<file path="src/rtl/i2s_receiver.sv">
// I2S slave receiver: oversamples bit_clk/frame_clk/data_in in clk and publishes stereo pairs.
// Optional 8-bit saturating error counter output is enabled with `define I2S_RX_ERR_CNT_EN.
module i2s_receiver #(
    parameter int SAMPLE_WIDTH = 16,
    parameter int MAX_SLOT     = 64
) (
    input  logic                    clk,
    input  logic                    reset,
    input  logic                    bit_clk,
    input  logic                    frame_clk,
    input  logic                    data_in,
    output logic [SAMPLE_WIDTH-1:0] sample_left,
    output logic [SAMPLE_WIDTH-1:0] sample_right,
    output logic                    sample_valid,
    output logic                    frame_error,
`ifdef I2S_RX_ERR_CNT_EN
    output logic [7:0]              err_count,
`endif
    output logic                    short_slot
);
    localparam int CW = $clog2(MAX_SLOT + 1);
    localparam logic [CW-1:0] SW_C  = CW'(SAMPLE_WIDTH);
    localparam logic [CW-1:0] MAX_C = CW'(MAX_SLOT);

    typedef enum logic [1:0] {HUNT, LEFT, RIGHT} state_t;
    state_t r_state, w_state_nxt;

    logic r_bclk_s1, r_bclk_s2, r_bclk_d;
    logic r_lr_s1, r_lr_s2, r_lr_prev;
    logic r_din_s1, r_din_s2;
    logic [SAMPLE_WIDTH-1:0] r_shift, r_left_hold, r_sample_left, r_sample_right;
    logic [CW-1:0] r_cnt;
    logic r_valid, r_ferr, r_short;

    logic w_rise, w_lr_chg, w_take, w_short, w_overrun;
    logic [SAMPLE_WIDTH-1:0] w_shift_in, w_word;
    logic [CW-1:0] w_cnt_inc;
    logic [SAMPLE_WIDTH-1:0] w_shift_nxt, w_hold_nxt, w_sl_nxt, w_sr_nxt;
    logic [CW-1:0] w_cnt_nxt;
    logic w_valid_nxt, w_ferr_nxt, w_short_evt;

    assign w_rise     = r_bclk_s2 & ~r_bclk_d;
    assign w_lr_chg   = r_lr_s2 ^ r_lr_prev;
    assign w_take     = r_cnt < SW_C;
    assign w_shift_in = w_take ? {r_shift[SAMPLE_WIDTH-2:0], r_din_s2} : r_shift;
    assign w_cnt_inc  = (r_cnt == MAX_C) ? r_cnt : r_cnt + 1'b1;
    assign w_short    = w_cnt_inc < SW_C;
    // Short slots hold only w_cnt_inc bits right-aligned; move them up to the MSBs.
    assign w_word     = w_short ? (w_shift_in << (SW_C - w_cnt_inc)) : w_shift_in;
    assign w_overrun  = w_cnt_inc == MAX_C;

    always_comb begin
        w_state_nxt = r_state;
        w_shift_nxt = r_shift;
        w_cnt_nxt   = r_cnt;
        w_hold_nxt  = r_left_hold;
        w_sl_nxt    = r_sample_left;
        w_sr_nxt    = r_sample_right;
        w_valid_nxt = 1'b0;
        w_ferr_nxt  = 1'b0;
        w_short_evt = 1'b0;
        if (w_rise) begin
            case (r_state)
                HUNT: begin
                    if (r_lr_prev && !r_lr_s2) begin
                        w_state_nxt = LEFT;
                        w_shift_nxt = '0;
                        w_cnt_nxt   = '0;
                    end
                end
                LEFT, RIGHT: begin
                    // An lr change wins over overrun: the bit at the change closes the slot.
                    if (w_lr_chg) begin
                        w_shift_nxt = '0;
                        w_cnt_nxt   = '0;
                        w_short_evt = w_short;
                        if (r_state == LEFT) begin
                            w_hold_nxt  = w_word;
                            w_state_nxt = RIGHT;
                        end else begin
                            w_sr_nxt    = w_word;
                            w_sl_nxt    = r_left_hold;
                            w_valid_nxt = 1'b1;
                            w_state_nxt = LEFT;
                        end
                    end else if (w_overrun) begin
                        w_ferr_nxt  = 1'b1;
                        w_shift_nxt = '0;
                        w_cnt_nxt   = '0;
                        w_state_nxt = HUNT;
                    end else begin
                        w_shift_nxt = w_shift_in;
                        w_cnt_nxt   = w_cnt_inc;
                    end
                end
                default: w_state_nxt = HUNT;
            endcase
        end
    end

    always_ff @(posedge clk) begin
        if (reset) begin
            r_state        <= HUNT;
            r_bclk_s1      <= 1'b0;
            r_bclk_s2      <= 1'b0;
            r_bclk_d       <= 1'b0;
            r_lr_s1        <= 1'b0;
            r_lr_s2        <= 1'b0;
            r_lr_prev      <= 1'b0;
            r_din_s1       <= 1'b0;
            r_din_s2       <= 1'b0;
            r_shift        <= '0;
            r_cnt          <= '0;
            r_left_hold    <= '0;
            r_sample_left  <= '0;
            r_sample_right <= '0;
            r_valid        <= 1'b0;
            r_ferr         <= 1'b0;
            r_short        <= 1'b0;
        end else begin
            r_bclk_s1      <= bit_clk;
            r_bclk_s2      <= r_bclk_s1;
            r_bclk_d       <= r_bclk_s2;
            r_lr_s1        <= frame_clk;
            r_lr_s2        <= r_lr_s1;
            r_din_s1       <= data_in;
            r_din_s2       <= r_din_s1;
            if (w_rise)
                r_lr_prev  <= r_lr_s2;
            r_state        <= w_state_nxt;
            r_shift        <= w_shift_nxt;
            r_cnt          <= w_cnt_nxt;
            r_left_hold    <= w_hold_nxt;
            r_sample_left  <= w_sl_nxt;
            r_sample_right <= w_sr_nxt;
            r_valid        <= w_valid_nxt;
            r_ferr         <= w_ferr_nxt;
            r_short        <= r_short | w_short_evt;
        end
    end

`ifdef I2S_RX_ERR_CNT_EN
    logic [7:0] r_err_cnt;
    always_ff @(posedge clk) begin
        if (reset)
            r_err_cnt <= 8'd0;
        else if ((w_ferr_nxt || w_short_evt) && r_err_cnt != 8'hFF)
            r_err_cnt <= r_err_cnt + 8'd1;
    end
    assign err_count = r_err_cnt;
`endif

    assign sample_left  = r_sample_left;
    assign sample_right = r_sample_right;
    assign sample_valid = r_valid;
    assign frame_error  = r_ferr;
    assign short_slot   = r_short;
endmodule

</file>
<file path="config.mk">
export PLATFORM = sky130hd
export DESIGN_NAME = i2s_receiver
export DESIGN_NICKNAME = d
export VERILOG_FILES = /design/src/rtl/i2s_receiver.sv
export SDC_FILE = /design/constraint.sdc
export NUM_CORES = 1
export LEC_CHECK = 0
export CORE_MARGIN = 5
export CORE_UTILIZATION = 40
export CTS_CLUSTER_SIZE = 8
export DETAILED_ROUTE_END_ITERATION = 16
export DONT_BUFFER_PORTS = 1
export PLACE_DENSITY = 0.57
export SLEW_MARGIN = 15
export SYNTH_ARGS = -nofsm -noshare
export SYNTH_HDL_FRONTEND = slang
export SYNTH_SLANG_ARGS = --single-unit
</file>
<file path="constraint.sdc">
create_clock -name clk -period 3.5 [get_ports clk]
set_clock_uncertainty 0.1 [all_clocks]
set_input_delay 0.175 -clock clk [delete_from_list [all_inputs] [get_ports clk]]
set_output_delay 0.175 -clock clk [all_outputs]
set_load 0.01 [all_outputs]
</file>
After elaboration in Yosys (flattened, before gate mapping)
Index checks and enable logic that the tools add are counted.
W data, S select, Z words.
{"block": "op_classes", "n_mux": 21, "shift": 1, "addsub": 2, "n_lt_le_gt_ge": 2, "eq_ne": 6, "reduce_logical": 11, "bitwise_logic": 8}
{"op": "$mux W16", "n": 5}
{"op": "$pmux W16 S2", "n": 1}
{"op": "$mux W7", "n": 4}
{"op": "$shl A16 B7 Y16", "n": 1}
{"op": "$eq A7 B7 Y1 const B", "n": 2}
{"op": "$lt A7 B5 Y1 const B", "n": 2}
{"op": "$pmux W7 S2", "n": 1}
{"op": "$mux W2", "n": 4}
{"op": "$reduce_and A4 Y1", "n": 2}
{"op": "$reduce_or A4 Y1", "n": 2}
{"op": "$add A7 B1 Y7 const B", "n": 1}
{"op": "$sub A5 B7 Y7 const A", "n": 1}
{"op": "$reduce_and A3 Y1", "n": 2}
{"op": "$mux W1", "n": 5}
{"op": "$not A1 Y1", "n": 5}
{"op": "$pmux W2 S2", "n": 1}
{"op": "$ne A3 B3 Y1 const B", "n": 1}
{"op": "$eq A2 B1 Y1 const B", "n": 1}
{"op": "$eq A2 B2 Y1 const B", "n": 1}
{"op": "$logic_not A2 Y1", "n": 1}
{"op": "$ne A2 B2 Y1 const B", "n": 1}
{"op": "$reduce_bool A2 Y1", "n": 1}
{"op": "$reduce_or A2 Y1", "n": 1}
{"op": "$and A1 B1 Y1", "n": 1}
{"op": "other kinds (4)", "n": 4}
{"block": "totals", "register_bits": 84, "out_inout_bits": 35, "elab_cells": 68, "input_bits": 5}

Logic depth before layout (Yosys ltp)
Gate-level depths: netlist of the first run.
{"block": "logic_depth", "ltp_word": 7, "ltp_mapped": 17, "mapped_depth_nobuf": 14}

Least setup slack after synthesis of the first run
Ideal clock, no wire load.
{"block": "synth_timing", "path_kind": "flip-flop to flip-flop", "startpoint": "register r_cnt[0]", "endpoint": "register r_left_hold[6]", "path_slack_ps": -146, "setup_time_ps": 73, "path_stages_with_launch": 17, "required_time_ps": 3327, "path_buffers": 2, "arrival_time_ps": 3472, "synth_period_minus_slack_ps": 3646, "path_cell_list": "dfxtp_1 inv_1 clkbuf_1 ha_1 or3b_1 buf_4 nor3_4 nor2_4 inv_6 ha_1 nand2_1 o32a_4 and2_4 o311ai_4 o211ai_1 o221a_1 nor3_2"}
{"block": "synth_via", "elab_chain_cells": 5, "elab_cells_between_ends": 9, "cone_classes": "add/sub: 2; order compare: 2; eq/ne: 1; shift: 1; mux: 3"}
{"element": "start, declared", "line_no": "32", "source": "logic [CW-1:0] r_cnt;"}
{"element": "start signal, assigned", "line_no": "132", "source": "r_cnt <= w_cnt_nxt;"}
{"element": "$add A7 B1 Y7 / $eq A7 B7 Y1 (equally long branches)", "line_no": "46", "source": "assign w_cnt_inc = (r_cnt == MAX_C) ? r_cnt : r_cnt + 1'b1;"}
{"element": "$mux W7", "line_no": "46"}
{"element": "$sub A5 B7 Y7", "line_no": "49", "source": "assign w_word = w_short ? (w_shift_in << (SW_C - w_cnt_inc)) : w_shift_in;"}
{"element": "$shl A16 B7 Y16", "line_no": "49"}
{"element": "$mux W16 *", "line_no": "49"}
{"element": "end signal, assigned", "line_no": "133", "source": "r_left_hold <= w_hold_nxt;"}
{"element": "end, declared", "line_no": "31", "source": "logic [SAMPLE_WIDTH-1:0] r_shift, r_left_hold, r_sample_left, r_sample_right;"}
Mark *: on every way between the ends. The rest lies on a longest branch, timed or not.
A chain may end at the register's enable or synchronous reset.

Final worst setup path of the first run
Ends and elaborated chain as after synthesis.

==> run_results.csv, run 1 <==
group,metric,value,unit
yosys,synth_cells,644,
pwr,power.density_cell_area,353.0,nW/um2
setup_path,critical_path_required,3.68,ns
routing,drtAntennaViolNets,0,
global_route,antenna_found_initial,0,
routing,drcViolationCount,0,
routing,post_drt_wl_per_cell,20.42,um
placed_design,placement.setup.worst_slack,0.1517,ns
placed_design,placed_cell_area,5379,um2
pwr,worst_vdd_ir,0.0003148,V
placed_design,dp.cells,797,
global_route,track_usage,22.55,%
global_route,gr-total-overflow,0,
routing,vias_per_cell,6.077,
setup_path,critical_path_fanout_max,12,
yosys,yosysUniqueCellTypes,88,
cts,cts_sinks,84,
yosys,synth-seq-area-share,32.68,%
layout,finish.net_count,653,
yosys,synth.ff_latch_count,84,
setup_path,ws_path_type,"reg -> reg",
floorplanning,initial_core_util,40.78,%
placed_design,dpl.hpwl,12430,um
layout,final_cell_count_no_fill,817,
routing,detail_route.wirelength,16680,um
global_route,grt_max_degree,85,
sta,slew_violations,0,
outcome,run_status,"complete, no violations",
cts,clk-insertion-delay-late,0.35,ns
floorplanning,io_pins,40,
global_route,global_route_wire_length_before_repair,26120,um
yosys,synth_area_leaders,"dfxtp_1, nor2_1, nand2_1",
yosys,post_synthesis_cell_area,5146,um2
cts,tritoncts,"yes",
cts,clockRootBuffer,"clkbuf_16",
floorplanning,placement_rows,41,
layout,post-route-util,45.75,%
routing,first_pass_iters,5,
layout,stdcell_area,5773,um2
global_route,number_of_global_route_vias_before_repair,4615,
setup_path,reg2reg_slack,0.21,ns
yosys,synth_fp_nets,657,
sta,postLayoutSetupSlackWorst,0.2070,ns
yosys,synth.yosys.warnings,0,
yosys,synth_top_area_cell,"dfxtp_1",
sta,rsz0062_at_grt,"false",
layout,layout_common_cells,"dfxtp_1, nor2_1, nand2_1",
layout,final_layout_size_suffix_gt1_share,14.42,%
placed_design,count_of_input_and_output_buffers,0,
sta,setup_tns,0,ns
hold_path,holdCritPathClass,"in -> reg",
yosys,syn-mean-instance-area,7.991,um2
layout,antenna-diode-count,0,
floorplanning,fp.coreArea,12620,um2
yosys,netlist.area_leader.share,32.68,%
setup_path,critPathLaunchType,"flop",
floorplanning,dieArea,15230,um2
layout,final_common_cell,"dfxtp_1",
routing,dr.first_iter.drc_count,432,
sta,setup_viol,0,
run,cap_viol_max_count,0,
cts,cts_buffers,9,
sta,max_clock_freq,303.7,MHz
routing,route.vias.total,4965,
setup_path,cp-end-kind,"flop",
sta,finalHoldViolCount,0,
sta,max_slew.worst_pin.slew,0.7666,ns
layout,flow.area_growth_from_synthesis,12.18,%
layout,number_of_inserted_filler_cells_in_the_final_layout,1308,
yosys,synth-async-reset-ratio,0,%
placed_design,gpl.final_weighted_congestion,0.9098,
setup_path,timing.critical_path.arrival,3.47,ns
cts,htree_levels,3,
floorplanning,floorplan.die.width,123.4,um
sta,final.min_clock_period,3.293,ns
sta,fin_crit_sh,94.09,%
pwr,total_leakage_power,1.910,nW
yosys,synth-edff-count,0,
yosys,synth_flop_cell,"dfxtp_1",
cts,ctsLongestPathBuffers,2,
cts,path_clk_slew,0.07,ns
sta,timing.slew.headroom,48.08,%
floorplanning,floorplan.die.height,123.4,um
==> worst max-delay path: stages (launching register included) <==
cell and delay, ns:
dfxtp_1 0.32, inv_2 0.05, ha_1 0.18, or3b_1 0.43, nor3_4 0.24, nor2_4 0.08
inv_6 0.05, ha_2 0.22, nand2_1 0.08, o32a_4 0.35, and2_4 0.21, o311ai_4 0.31
o211ai_1 0.17, o221a_1 0.30, nor3_2 0.13
==> layout make-up <==
class / count / area (um2) / share of cell area (%)
multi-input cells: 486 / 3136 / 54.31
flip-flops and latches: 84 / 1682 / 29.13
repair buffers: 43 / 350.3 / 6.068
clock buffers: 10 / 229.0 / 3.966
well taps: 172 / 215.2 / 3.728
clock inverters: 6 / 96.34 / 1.669
inverters: 16 / 65.06 / 1.127
==> sequential cells by signal, indices dropped and copies added (netlist names), 2 cells and up <==
signal,count
r_left_hold,16
sample_right,16
r_state,2
sample_left,16
r_cnt,7
r_shift,16
==> path summary, 6_finish.rpt <==
check	start	end	cells after the start
worst max-delay path	r_cnt[0]	r_left_hold[6]	14
worst min-delay path	reset	r_shift[9]	2
worst max register to register	r_cnt[0]	r_left_hold[6]	14
worst min register to register	r_bclk_s1	r_bclk_s2	1
==> synthesized netlist by cell type, drive strengths merged, types with 4 or more instances <==
cell,instances
nor2,83
inv,16
a311oi,6
a22oi,16
ha,8
dfxtp,84
o22ai,5
o32a,4
nand3,10
clkbuf,36
nor3,15
buf,22
o2111ai,5
nand2,74
o211ai,9
o21ai,25
a21oi,55
and2,8
a21o,4
a31oi,5
a211oi,29
o31a,4
or3,7
nor2b,10
mux2i,12
nor4,7
a2111oi,5
nand2b,4
==> per-stage QoR <==
step	hold slack, ns	power (mW)
after floorplan	0.2032	1.003
after global placement	0.1529	0.9954
after detailed placement	0.1557	0.9953
after CTS	0.09413	2.069
after global routing	0.1126	2.105
final	0.09963	2.038
==> cell families (layout without fill, tap and decap cells) <==
group | after synthesis | count (layout) | synth area share, %
mux | 17 | 17 | 4.085
compound gates | 213 | 213 | 30.32
flops | 84 | 84 | 32.68
fa+ha+maj | 8 | 8 | 1.945
buf+inv | 74 | 75 | 6.662
simple gates | 244 | 244 | 23.49
xor+xnor | 4 | 4 | 0.8268
==> timing repair <==
item / 4_1_cts / 5_1_grt
gates resized for setup: 0 / 2
endpoints found under the hold margin: 84 / 0
endpoints found under the setup margin: 0 / 9
buffers inserted: 0 / 0
hold buffers: 4 / 0
==> power by group <==
| part | internal [mW] | switching, mW | leakage (nW) |
|---|---|---|---|
| Combinational | 0.0119 | 0.0220 | 1.08 |
| Clock | 0.634 | 0.410 | 0.155 |
| Sequential | 0.959 | 0.00124 | 0.678 |
==> layer usage <==
| layer | global-route usage (%) | wire [um] |
|---|---|---|
| met1 | 32.20 | 7857 |
| met2 | 33.64 | 7438 |
| met3 | 4.117 | 893 |
| met4 | 8.720 | 494 |
| met5 | 0 | 0 |
Note: power is estimated with default switching activity, not from simulation.
==> inputs of run 2 (changes only) <==
--- a/config.mk
+++ b/config.mk
@@ -5,6 +5,7 @@
 export SDC_FILE = /design/constraint.sdc
 export NUM_CORES = 1
 export LEC_CHECK = 0
+export ABC_AREA = 1
 export CORE_MARGIN = 5
 export CORE_UTILIZATION = 40
 export CTS_CLUSTER_SIZE = 8
==> run 2 against run 1 <==
Core utilization decreased by 0.64 points. Sequential share of layout area rose by 3.5 points. Clock-buffer cell count down 1. Die area down 8.5%. Sequential power about the same. Synthesized cell count up 13%. Worst hold slack got worse by 0.032 ns. Combinational power up 25%. Flip-flop and latch count did not move. Global-route usage fell by 3.7 points. Critical path type unchanged.
==> run_results.csv, run 2 <==
group,metric,value,unit
routing,drcViolationCount,0,
global_route,global_route_wire_length_before_repair,21480,um
sta,slew_violations,0,
sta,whs,0.06810,ns
setup_path,rr_startpoint,"r_cnt[0]",
sta,rsz0062_at_grt,"false",
cts,ctsResizeCount,0,
routing,vias_per_cell,5.087,
cts,cts_buffers,9,
setup_path,cp_slowest_cell,"dfxtp_1",
pwr,total_power,1.992,mW
yosys,synth_fp_nets,738,
sta,postLayoutSetupSlackWorst,0.5180,ns
global_route,antenna_found_initial,0,
layout,final_common_cell,"nand2_1",
layout,seq_area,1682,um2
floorplanning,fp.coreArea,11420,um2
setup_path,regToRegEndpoint,"sample_right[1]",
setup_path,crit_chain,"inv_1, ha_1, nand2_1, inv_1, nand3_2, nand2_1, nand2_2, ha_1, nand3_2, nand2_1, nand2_1, nand2_2, nand2_4, inv_4, nand2_2, nor2_2, nand2_1, nand2_1, nand3_1, o21ai_1, o21ai_0, inv_1",
yosys,synth-seq-area-share,36.00,%
yosys,synth-edff-count,0,
placed_design,placement.setup.worst_slack,0.4912,ns
yosys,yosysUniqueCellTypes,35,
yosys,synth_area_leaders,"dfxtp_1, nand2_1, nor2_1",
setup_path,critPathLaunchType,"flop",
layout,antenna-diode-count,0,
floorplanning,floorplan.die.height,118.1,um
outcome,run_status,"complete, no violations",
setup_path,critical-path-max-stage-delay,0.42,ns
layout,final_cell_count_no_fill,866,
setup_path,reg2reg_slack,0.52,ns
placed_design,count_of_input_and_output_buffers,0,
yosys,synth.yosys.warnings,0,
layout,finish.net_count,731,
hold_path,worstHoldEndpoint,"sample_valid",
pwr,worst_vdd_ir,0.0003165,V
hold_path,holdCritPathClass,"in -> reg",
routing,first_pass_iters,5,
setup_path,worst_reg_to_reg_cells,22,
layout,stdcell_area,5150,um2
yosys,synth_cells,725,
layout,post-route-util,45.10,%
sta,setup_tns,0,ns
setup_path,critical_path_fanout_max,16,
yosys,synth_top_area_cell,"dfxtp_1",
placed_design,dp.cells,846,
sta,timing.slew.headroom,36.00,%
yosys,netlist.area_leader.share,36.00,%
hold_path,hold_path.startpoint,"reset",
routing,detail_route.wirelength,12960,um
layout,multi_input_area,2514,um2
sta,finalHoldViolCount,0,
layout,flow.area_growth_from_synthesis,10.26,%
global_route,track_usage,18.87,%
floorplanning,dieArea,13940,um2
sta,fin_crit_sh,85.20,%
placed_design,dpl.hpwl,9290,um
routing,post_drt_wl_per_cell,14.97,um
layout,final_layout_size_suffix_gt1_share,10.51,%
floorplanning,placement_rows,39,
yosys,post_synthesis_cell_area,4671,um2
setup_path,timing.critical_path.mode_cell,"nand2_1",
cts,clk-insertion-delay-late,0.35,ns
setup_path,ws_path_type,"reg -> reg",
routing,drtAntennaViolNets,0,
yosys,synthMostInstantiatedCell,"nand2_1",
setup_path,critical_path_required,3.70,ns
yosys,syn-mean-instance-area,6.442,um2
hold_path,hold_path_depth,2,
setup_path,cp-end-kind,"flop",
cts,htree_levels,3,
floorplanning,initial_core_util,40.91,%
global_route,number_of_global_route_vias_before_repair,4042,
yosys,synth-async-reset-ratio,0,%
global_route,gr-total-overflow,0,
routing,route.vias.total,4405,
cts,tritoncts,"yes",
placed_design,gpl.final_weighted_congestion,0.9506,
yosys,synth.top_cells.by_count,"nand2_1, nor2_1, dfxtp_1",
routing,dr.first_iter.drc_count,388,
layout,number_of_inserted_filler_cells_in_the_final_layout,1249,
floorplanning,floorplan.die.width,118.1,um
layout,layout_common_cells,"nand2_1, nor2_1, dfxtp_1",
setup_path,path_depth,22,
setup_path,cp_top_family,"simple AND/OR/NAND/NOR gates",
sta,final.min_clock_period,2.982,ns
cts,path_clk_slew,0.07,ns
yosys,synth_flop_cell,"dfxtp_1",
cts,cts_sinks,84,
setup_path,timing.critical_path.arrival,3.18,ns
sta,max_clock_freq,335.3,MHz
pwr,power.density_cell_area,386.7,nW/um2
cts,ctsLongestPathBuffers,2,
setup_path,critPathBufInv,4,
global_route,grt_max_degree,63,
sta,setup_viol,0,
placed_design,placed_cell_area,4786,um2
cts,clockRootBuffer,"clkbuf_16",
pwr,total_leakage_power,2.308,nW
run,cap_viol_max_count,0,
sta,max_slew.worst_pin.slew,0.9536,ns
yosys,synth.ff_latch_count,84,
floorplanning,io_pins,40,
run 2: per-layer routing:
metal	track usage, %	wire, um	up-vias
li1	-	-	2285
met1	25.51	5960	1995
met5	0	0	-
met4	6.667	225	0
met2	29.25	5965	111
met3	4.517	810	14
run 2: cell families (layout without fill, tap and decap cells):
| kind of cell | count (synthesis) | count (layout) | synth area share [%] |
|---|---|---|---|
| and+or+nand+nor | 418 | 418 | 39.78 |
| buffers and inverters | 120 | 118 | 10.29 |
| AOI/OAI and AO/OA | 90 | 90 | 10.26 |
| DFF | 84 | 84 | 36.00 |
| adders and majority gates | 8 | 8 | 2.143 |
| xor gates and xnor gates | 3 | 3 | 1.045 |
| muxes | 2 | 2 | 0.4822 |
run 2: how the worst max path moves through the flow:
stage                        start         endpoint
after global placement    r_cnt[0]  sample_right[1]
after global routing      r_cnt[0]   r_left_hold[6]
after CTS                 r_cnt[0]  sample_right[1]
after detailed placement  r_cnt[0]  sample_right[1]
after floorplan           r_cnt[0]  r_left_hold[12]
final                     r_cnt[0]  sample_right[1]
run 2: area by class of cell:
| type | count | share of cell area (%) |
|---|---|---|
| Clock buffer | 9 | 4.373 |
| Timing Repair Buffer | 15 | 2.721 |
| Clock inverter | 7 | 1.579 |
| Inverter | 87 | 6.390 |
| Multi-Input combinational cell | 521 | 48.81 |
| Tap cell | 143 | 3.474 |
| Sequential cell | 84 | 32.65 |
run 2: worst reg2reg max path: stages, from the launching register on:
cell     delay, ns
dfxtp_1       0.42
inv_1         0.08
ha_1          0.19
nand2_1       0.06
inv_1         0.05
nand3_2       0.10
nand2_1       0.08
nand2_2       0.10
ha_1          0.18
nand3_2       0.10
nand2_1       0.11
nand2_1       0.07
nand2_2       0.07
nand2_4       0.06
inv_4         0.17
nand2_2       0.10
nor2_2        0.16
nand2_1       0.08
nand2_1       0.10
nand3_1       0.10
o21ai_1       0.26
o21ai_0       0.12
inv_1         0.07
run 2: what timing repair did:
action                    in CTS  in global routing
hold endpoints to repair      62                  0
hold buffers                   4                  0
setup buffers                  0                  0
run 2: power breakdown:
| group | internal [mW] | total, mW | leakage, nW | switching [mW] |
|---|---|---|---|---|
| Clock | 0.565 | 0.987 | 0.153 | 0.422 |
| Combinational | 0.0131 | 0.0423 | 1.48 | 0.0292 |
| Sequential | 0.960 | 0.962 | 0.678 | 0.00195 |
| Total | 1.54 | 1.99 | 2.31 | 0.453 |
==> inputs of run 3 (changes only) <==
--- a/config.mk
+++ b/config.mk
@@ -6,13 +6,13 @@
 export NUM_CORES = 1
 export LEC_CHECK = 0
 export ABC_AREA = 1
+export CORE_ASPECT_RATIO = 0.6
 export CORE_MARGIN = 5
 export CORE_UTILIZATION = 40
 export CTS_CLUSTER_SIZE = 8
 export DETAILED_ROUTE_END_ITERATION = 16
 export DONT_BUFFER_PORTS = 1
 export PLACE_DENSITY = 0.57
-export SLEW_MARGIN = 15
 export SYNTH_ARGS = -nofsm -noshare
 export SYNTH_HDL_FRONTEND = slang
 export SYNTH_SLANG_ARGS = --single-unit
==> run 3 against run 2 <==
First-iteration DRC count is 15% higher. Largest cell class unchanged. Critical path depth fell by 2. Non-clock buffer count is 3 lower.
==> run_results.csv, run 3 (synthesis results as in run 2) <==
group,metric,value,unit
outcome,run_status,"complete, no violations",
setup_path,rr_startpoint,"r_cnt[0]",
routing,drcViolationCount,0,
pwr,netSwitchingPower,0.4508,mW
placed_design,count_of_input_and_output_buffers,0,
run,cap_viol_max_count,0,
setup_path,critical_path_fanout_max,16,
pwr,power.clock.fraction,50.0,%
setup_path,timing.critical_path.mode_cell,"nand2_1",
floorplanning,dieArea,14010,um2
floorplanning,floorplan.die.height,93.70,um
layout,number_of_inserted_filler_cells_in_the_final_layout,1194,
setup_path,crit_chain,"inv_1, ha_1, nand2_1, inv_1, nand3_2, nand2_1, nand2_4, ha_1, nand3_2, nand2_1, nand2_1, nand2_2, nand2_4, inv_4, nand2_2, nor2_2, nand4_1, o21ai_0, o21ai_0, inv_1",
floorplanning,fp.coreArea,11370,um2
cts,path_clk_slew,0.07,ns
routing,dr.first_iter.drc_count,447,
setup_path,critical_path_required,3.69,ns
placed_design,dpl.hpwl,9674,um
cts,tritoncts,"yes",
setup_path,critPathLaunchType,"flop",
placed_design,placed_cell_area,4785,um2
sta,setup_viol,0,
setup_path,cp_slowest_cell,"o21ai_0",
pwr,power.density_cell_area,389.4,nW/um2
setup_path,critical_path_start,"r_cnt[0]",
routing,route.vias.total,4521,
routing,post_drt_wl_per_cell,14.93,um
floorplanning,io_pins,40,
hold_path,holdCritPathClass,"in -> reg",
sta,fin_crit_sh,90.24,%
layout,finish.net_count,728,
setup_path,ws_path_type,"reg -> reg",
floorplanning,floorplan.die.width,149.5,um
pwr,internal-power,1.559,mW
sta,slew_violations,0,
setup_path,timing.critical_path.arrival,3.34,ns
setup_path,critical-path-max-stage-delay,0.44,ns
routing,drtAntennaViolNets,0,
layout,seq_area,1682,um2
sta,max_clock_freq,316.6,MHz
cts,cts_setup_buffers,0,
setup_path,regToRegEndpoint,"sample_right[0]",
global_route,grt_max_degree,63,
routing,detail_route.wirelength,13140,um
pwr,combinationalPowerShare,2.1,%
layout,stdcell_area,5161,um2
layout,layout_common_cells,"nand2_1, nor2_1, dfxtp_1",
hold_path,worstHoldEndpoint,"r_lr_s2",
layout,antenna-diode-count,0,
setup_path,reg2reg_slack,0.34,ns
cts,cts_sinks,84,
hold_path,hold_path_depth,2,
sta,final.min_clock_period,3.158,ns
setup_path,cp-end-kind,"flop",
cts,clk-insertion-delay-late,0.34,ns
placed_design,gpl.final_weighted_congestion,1.009,
pwr,worst_vdd_ir,0.0002262,V
global_route,number_of_global_route_vias_before_repair,4110,
pwr,total_leakage_power,2.292,nW
floorplanning,placement_rows,30,
hold_path,hold_path.startpoint,"reset",
pwr,swShare,22.43,%
floorplanning,initial_core_util,41.07,%
sta,setup_tns,0,ns
layout,final_layout_size_suffix_gt1_share,10.14,%
layout,flow.area_growth_from_synthesis,10.50,%
sta,finalHoldViolCount,0,
cts,ctsLongestPathBuffers,2,
global_route,track_usage,19.44,%
setup_path,worst_reg_to_reg_cells,20,
routing,first_pass_iters,6,
routing,vias_per_cell,5.138,
sta,rsz0062_at_grt,"false",
global_route,gr-total-overflow,0,
layout,multi_input_area,2519,um2
sta,timing.slew.headroom,46.28,%
pwr,sequentialPowerShare,47.9,%
cts,clockRootBuffer,"clkbuf_16",
global_route,global_route_wire_length_before_repair,21550,um
cts,cts_buffers,9,
cts,htree_levels,3,
sta,max_slew.worst_pin.slew,0.8005,ns
layout,final_common_cell,"nand2_1",
global_route,antenna_found_initial,0,
==> run 3: cell types whose count changed in the layout (fill, tap and decap cells not counted) <==
| cell | delta |
|---|---|
| buf_4 | -3 |
| clkbuf_8 | +1 |
| clkinv_2 | -1 |
| clkinv_4 | -1 |
| clkinvlp_4 | +1 |
| nand2_2 | -1 |
| nand2_4 | +1 |
==> run 3: how the worst max path moves through the flow <==
stage	endpoint	slack [ns]	cells past startpoint
after floorplan	r_left_hold[12]	0.55	20
after global placement	sample_right[8]	0.48	24
after detailed placement	sample_right[0]	0.40	20
after CTS	sample_right[0]	0.38	20
after global routing	r_left_hold[11]	0.06	24
final	sample_right[0]	0.34	20
==> run 3: final cells by class <==
| cell class | instances | share of cell area [%] |
|---|---|---|
| sequential | 84 | 32.58 |
| inverter | 87 | 6.376 |
| clock inverter | 6 | 1.455 |
| multi-input combinational | 521 | 48.80 |
| timing repair buffer | 12 | 2.279 |
| clock buffer | 10 | 4.630 |
| tap | 160 | 3.879 |
==> run 3: critical path: cells and delay by family, from the launching register on <==
kind / cells / cell delay [ns]
buffers and inverters: 4 / 0.39
adders and majority gates: 2 / 0.40
and+or+nand+nor: 12 / 1.21
DFF: 1 / 0.43
AOI/OAI and AO/OA: 2 / 0.58
==> run 3: layer usage <==
| layer | GRT usage [%] | up-vias | share of wire, % |
|---|---|---|---|
| met5 | 0 | - | 0 |
| met4 | 5.103 | 0 | 1.3 |
| met3 | 4.581 | 20 | 8.8 |
| met2 | 25.60 | 165 | 37 |
| met1 | 30.83 | 2054 | 53 |
| li1 | - | 2282 | - |
==> run 3: repair_timing <==
| item | CTS | global route |
|---|---|---|
| resized for setup | 0 | 1 |
| hold endpoints to repair | 62 | 0 |
| hold buffers | 4 | 0 |
| setup endpoints to repair | 0 | 1 |
==> run 3: through the flow <==
stage               worst slack, ns  util (%)  cells  power [mW]  hold WS (ns)
floorplan                    0.5538         -    725       1.012        0.1820
global placement             0.4762     42.07    860       1.008        0.1538
detailed placement           0.3967     42.07    860       1.009        0.1567
CTS                          0.3786     45.34    880       2.032       0.07282
global route                0.06092     45.38    880       2.076       0.08990
finish                       0.3418     45.38    880       2.010       0.07634
==> run 3: power groups by stage <==
stage	sequential [mW]	clock (mW)	combinational (mW)
after floorplan	0.984	0	0.0285
after global placement	0.984	0	0.0241
after detailed placement	0.984	0	0.0250
after CTS	0.962	1.03	0.0428
after global routing	0.962	1.07	0.0484
final	0.962	1.00	0.0425
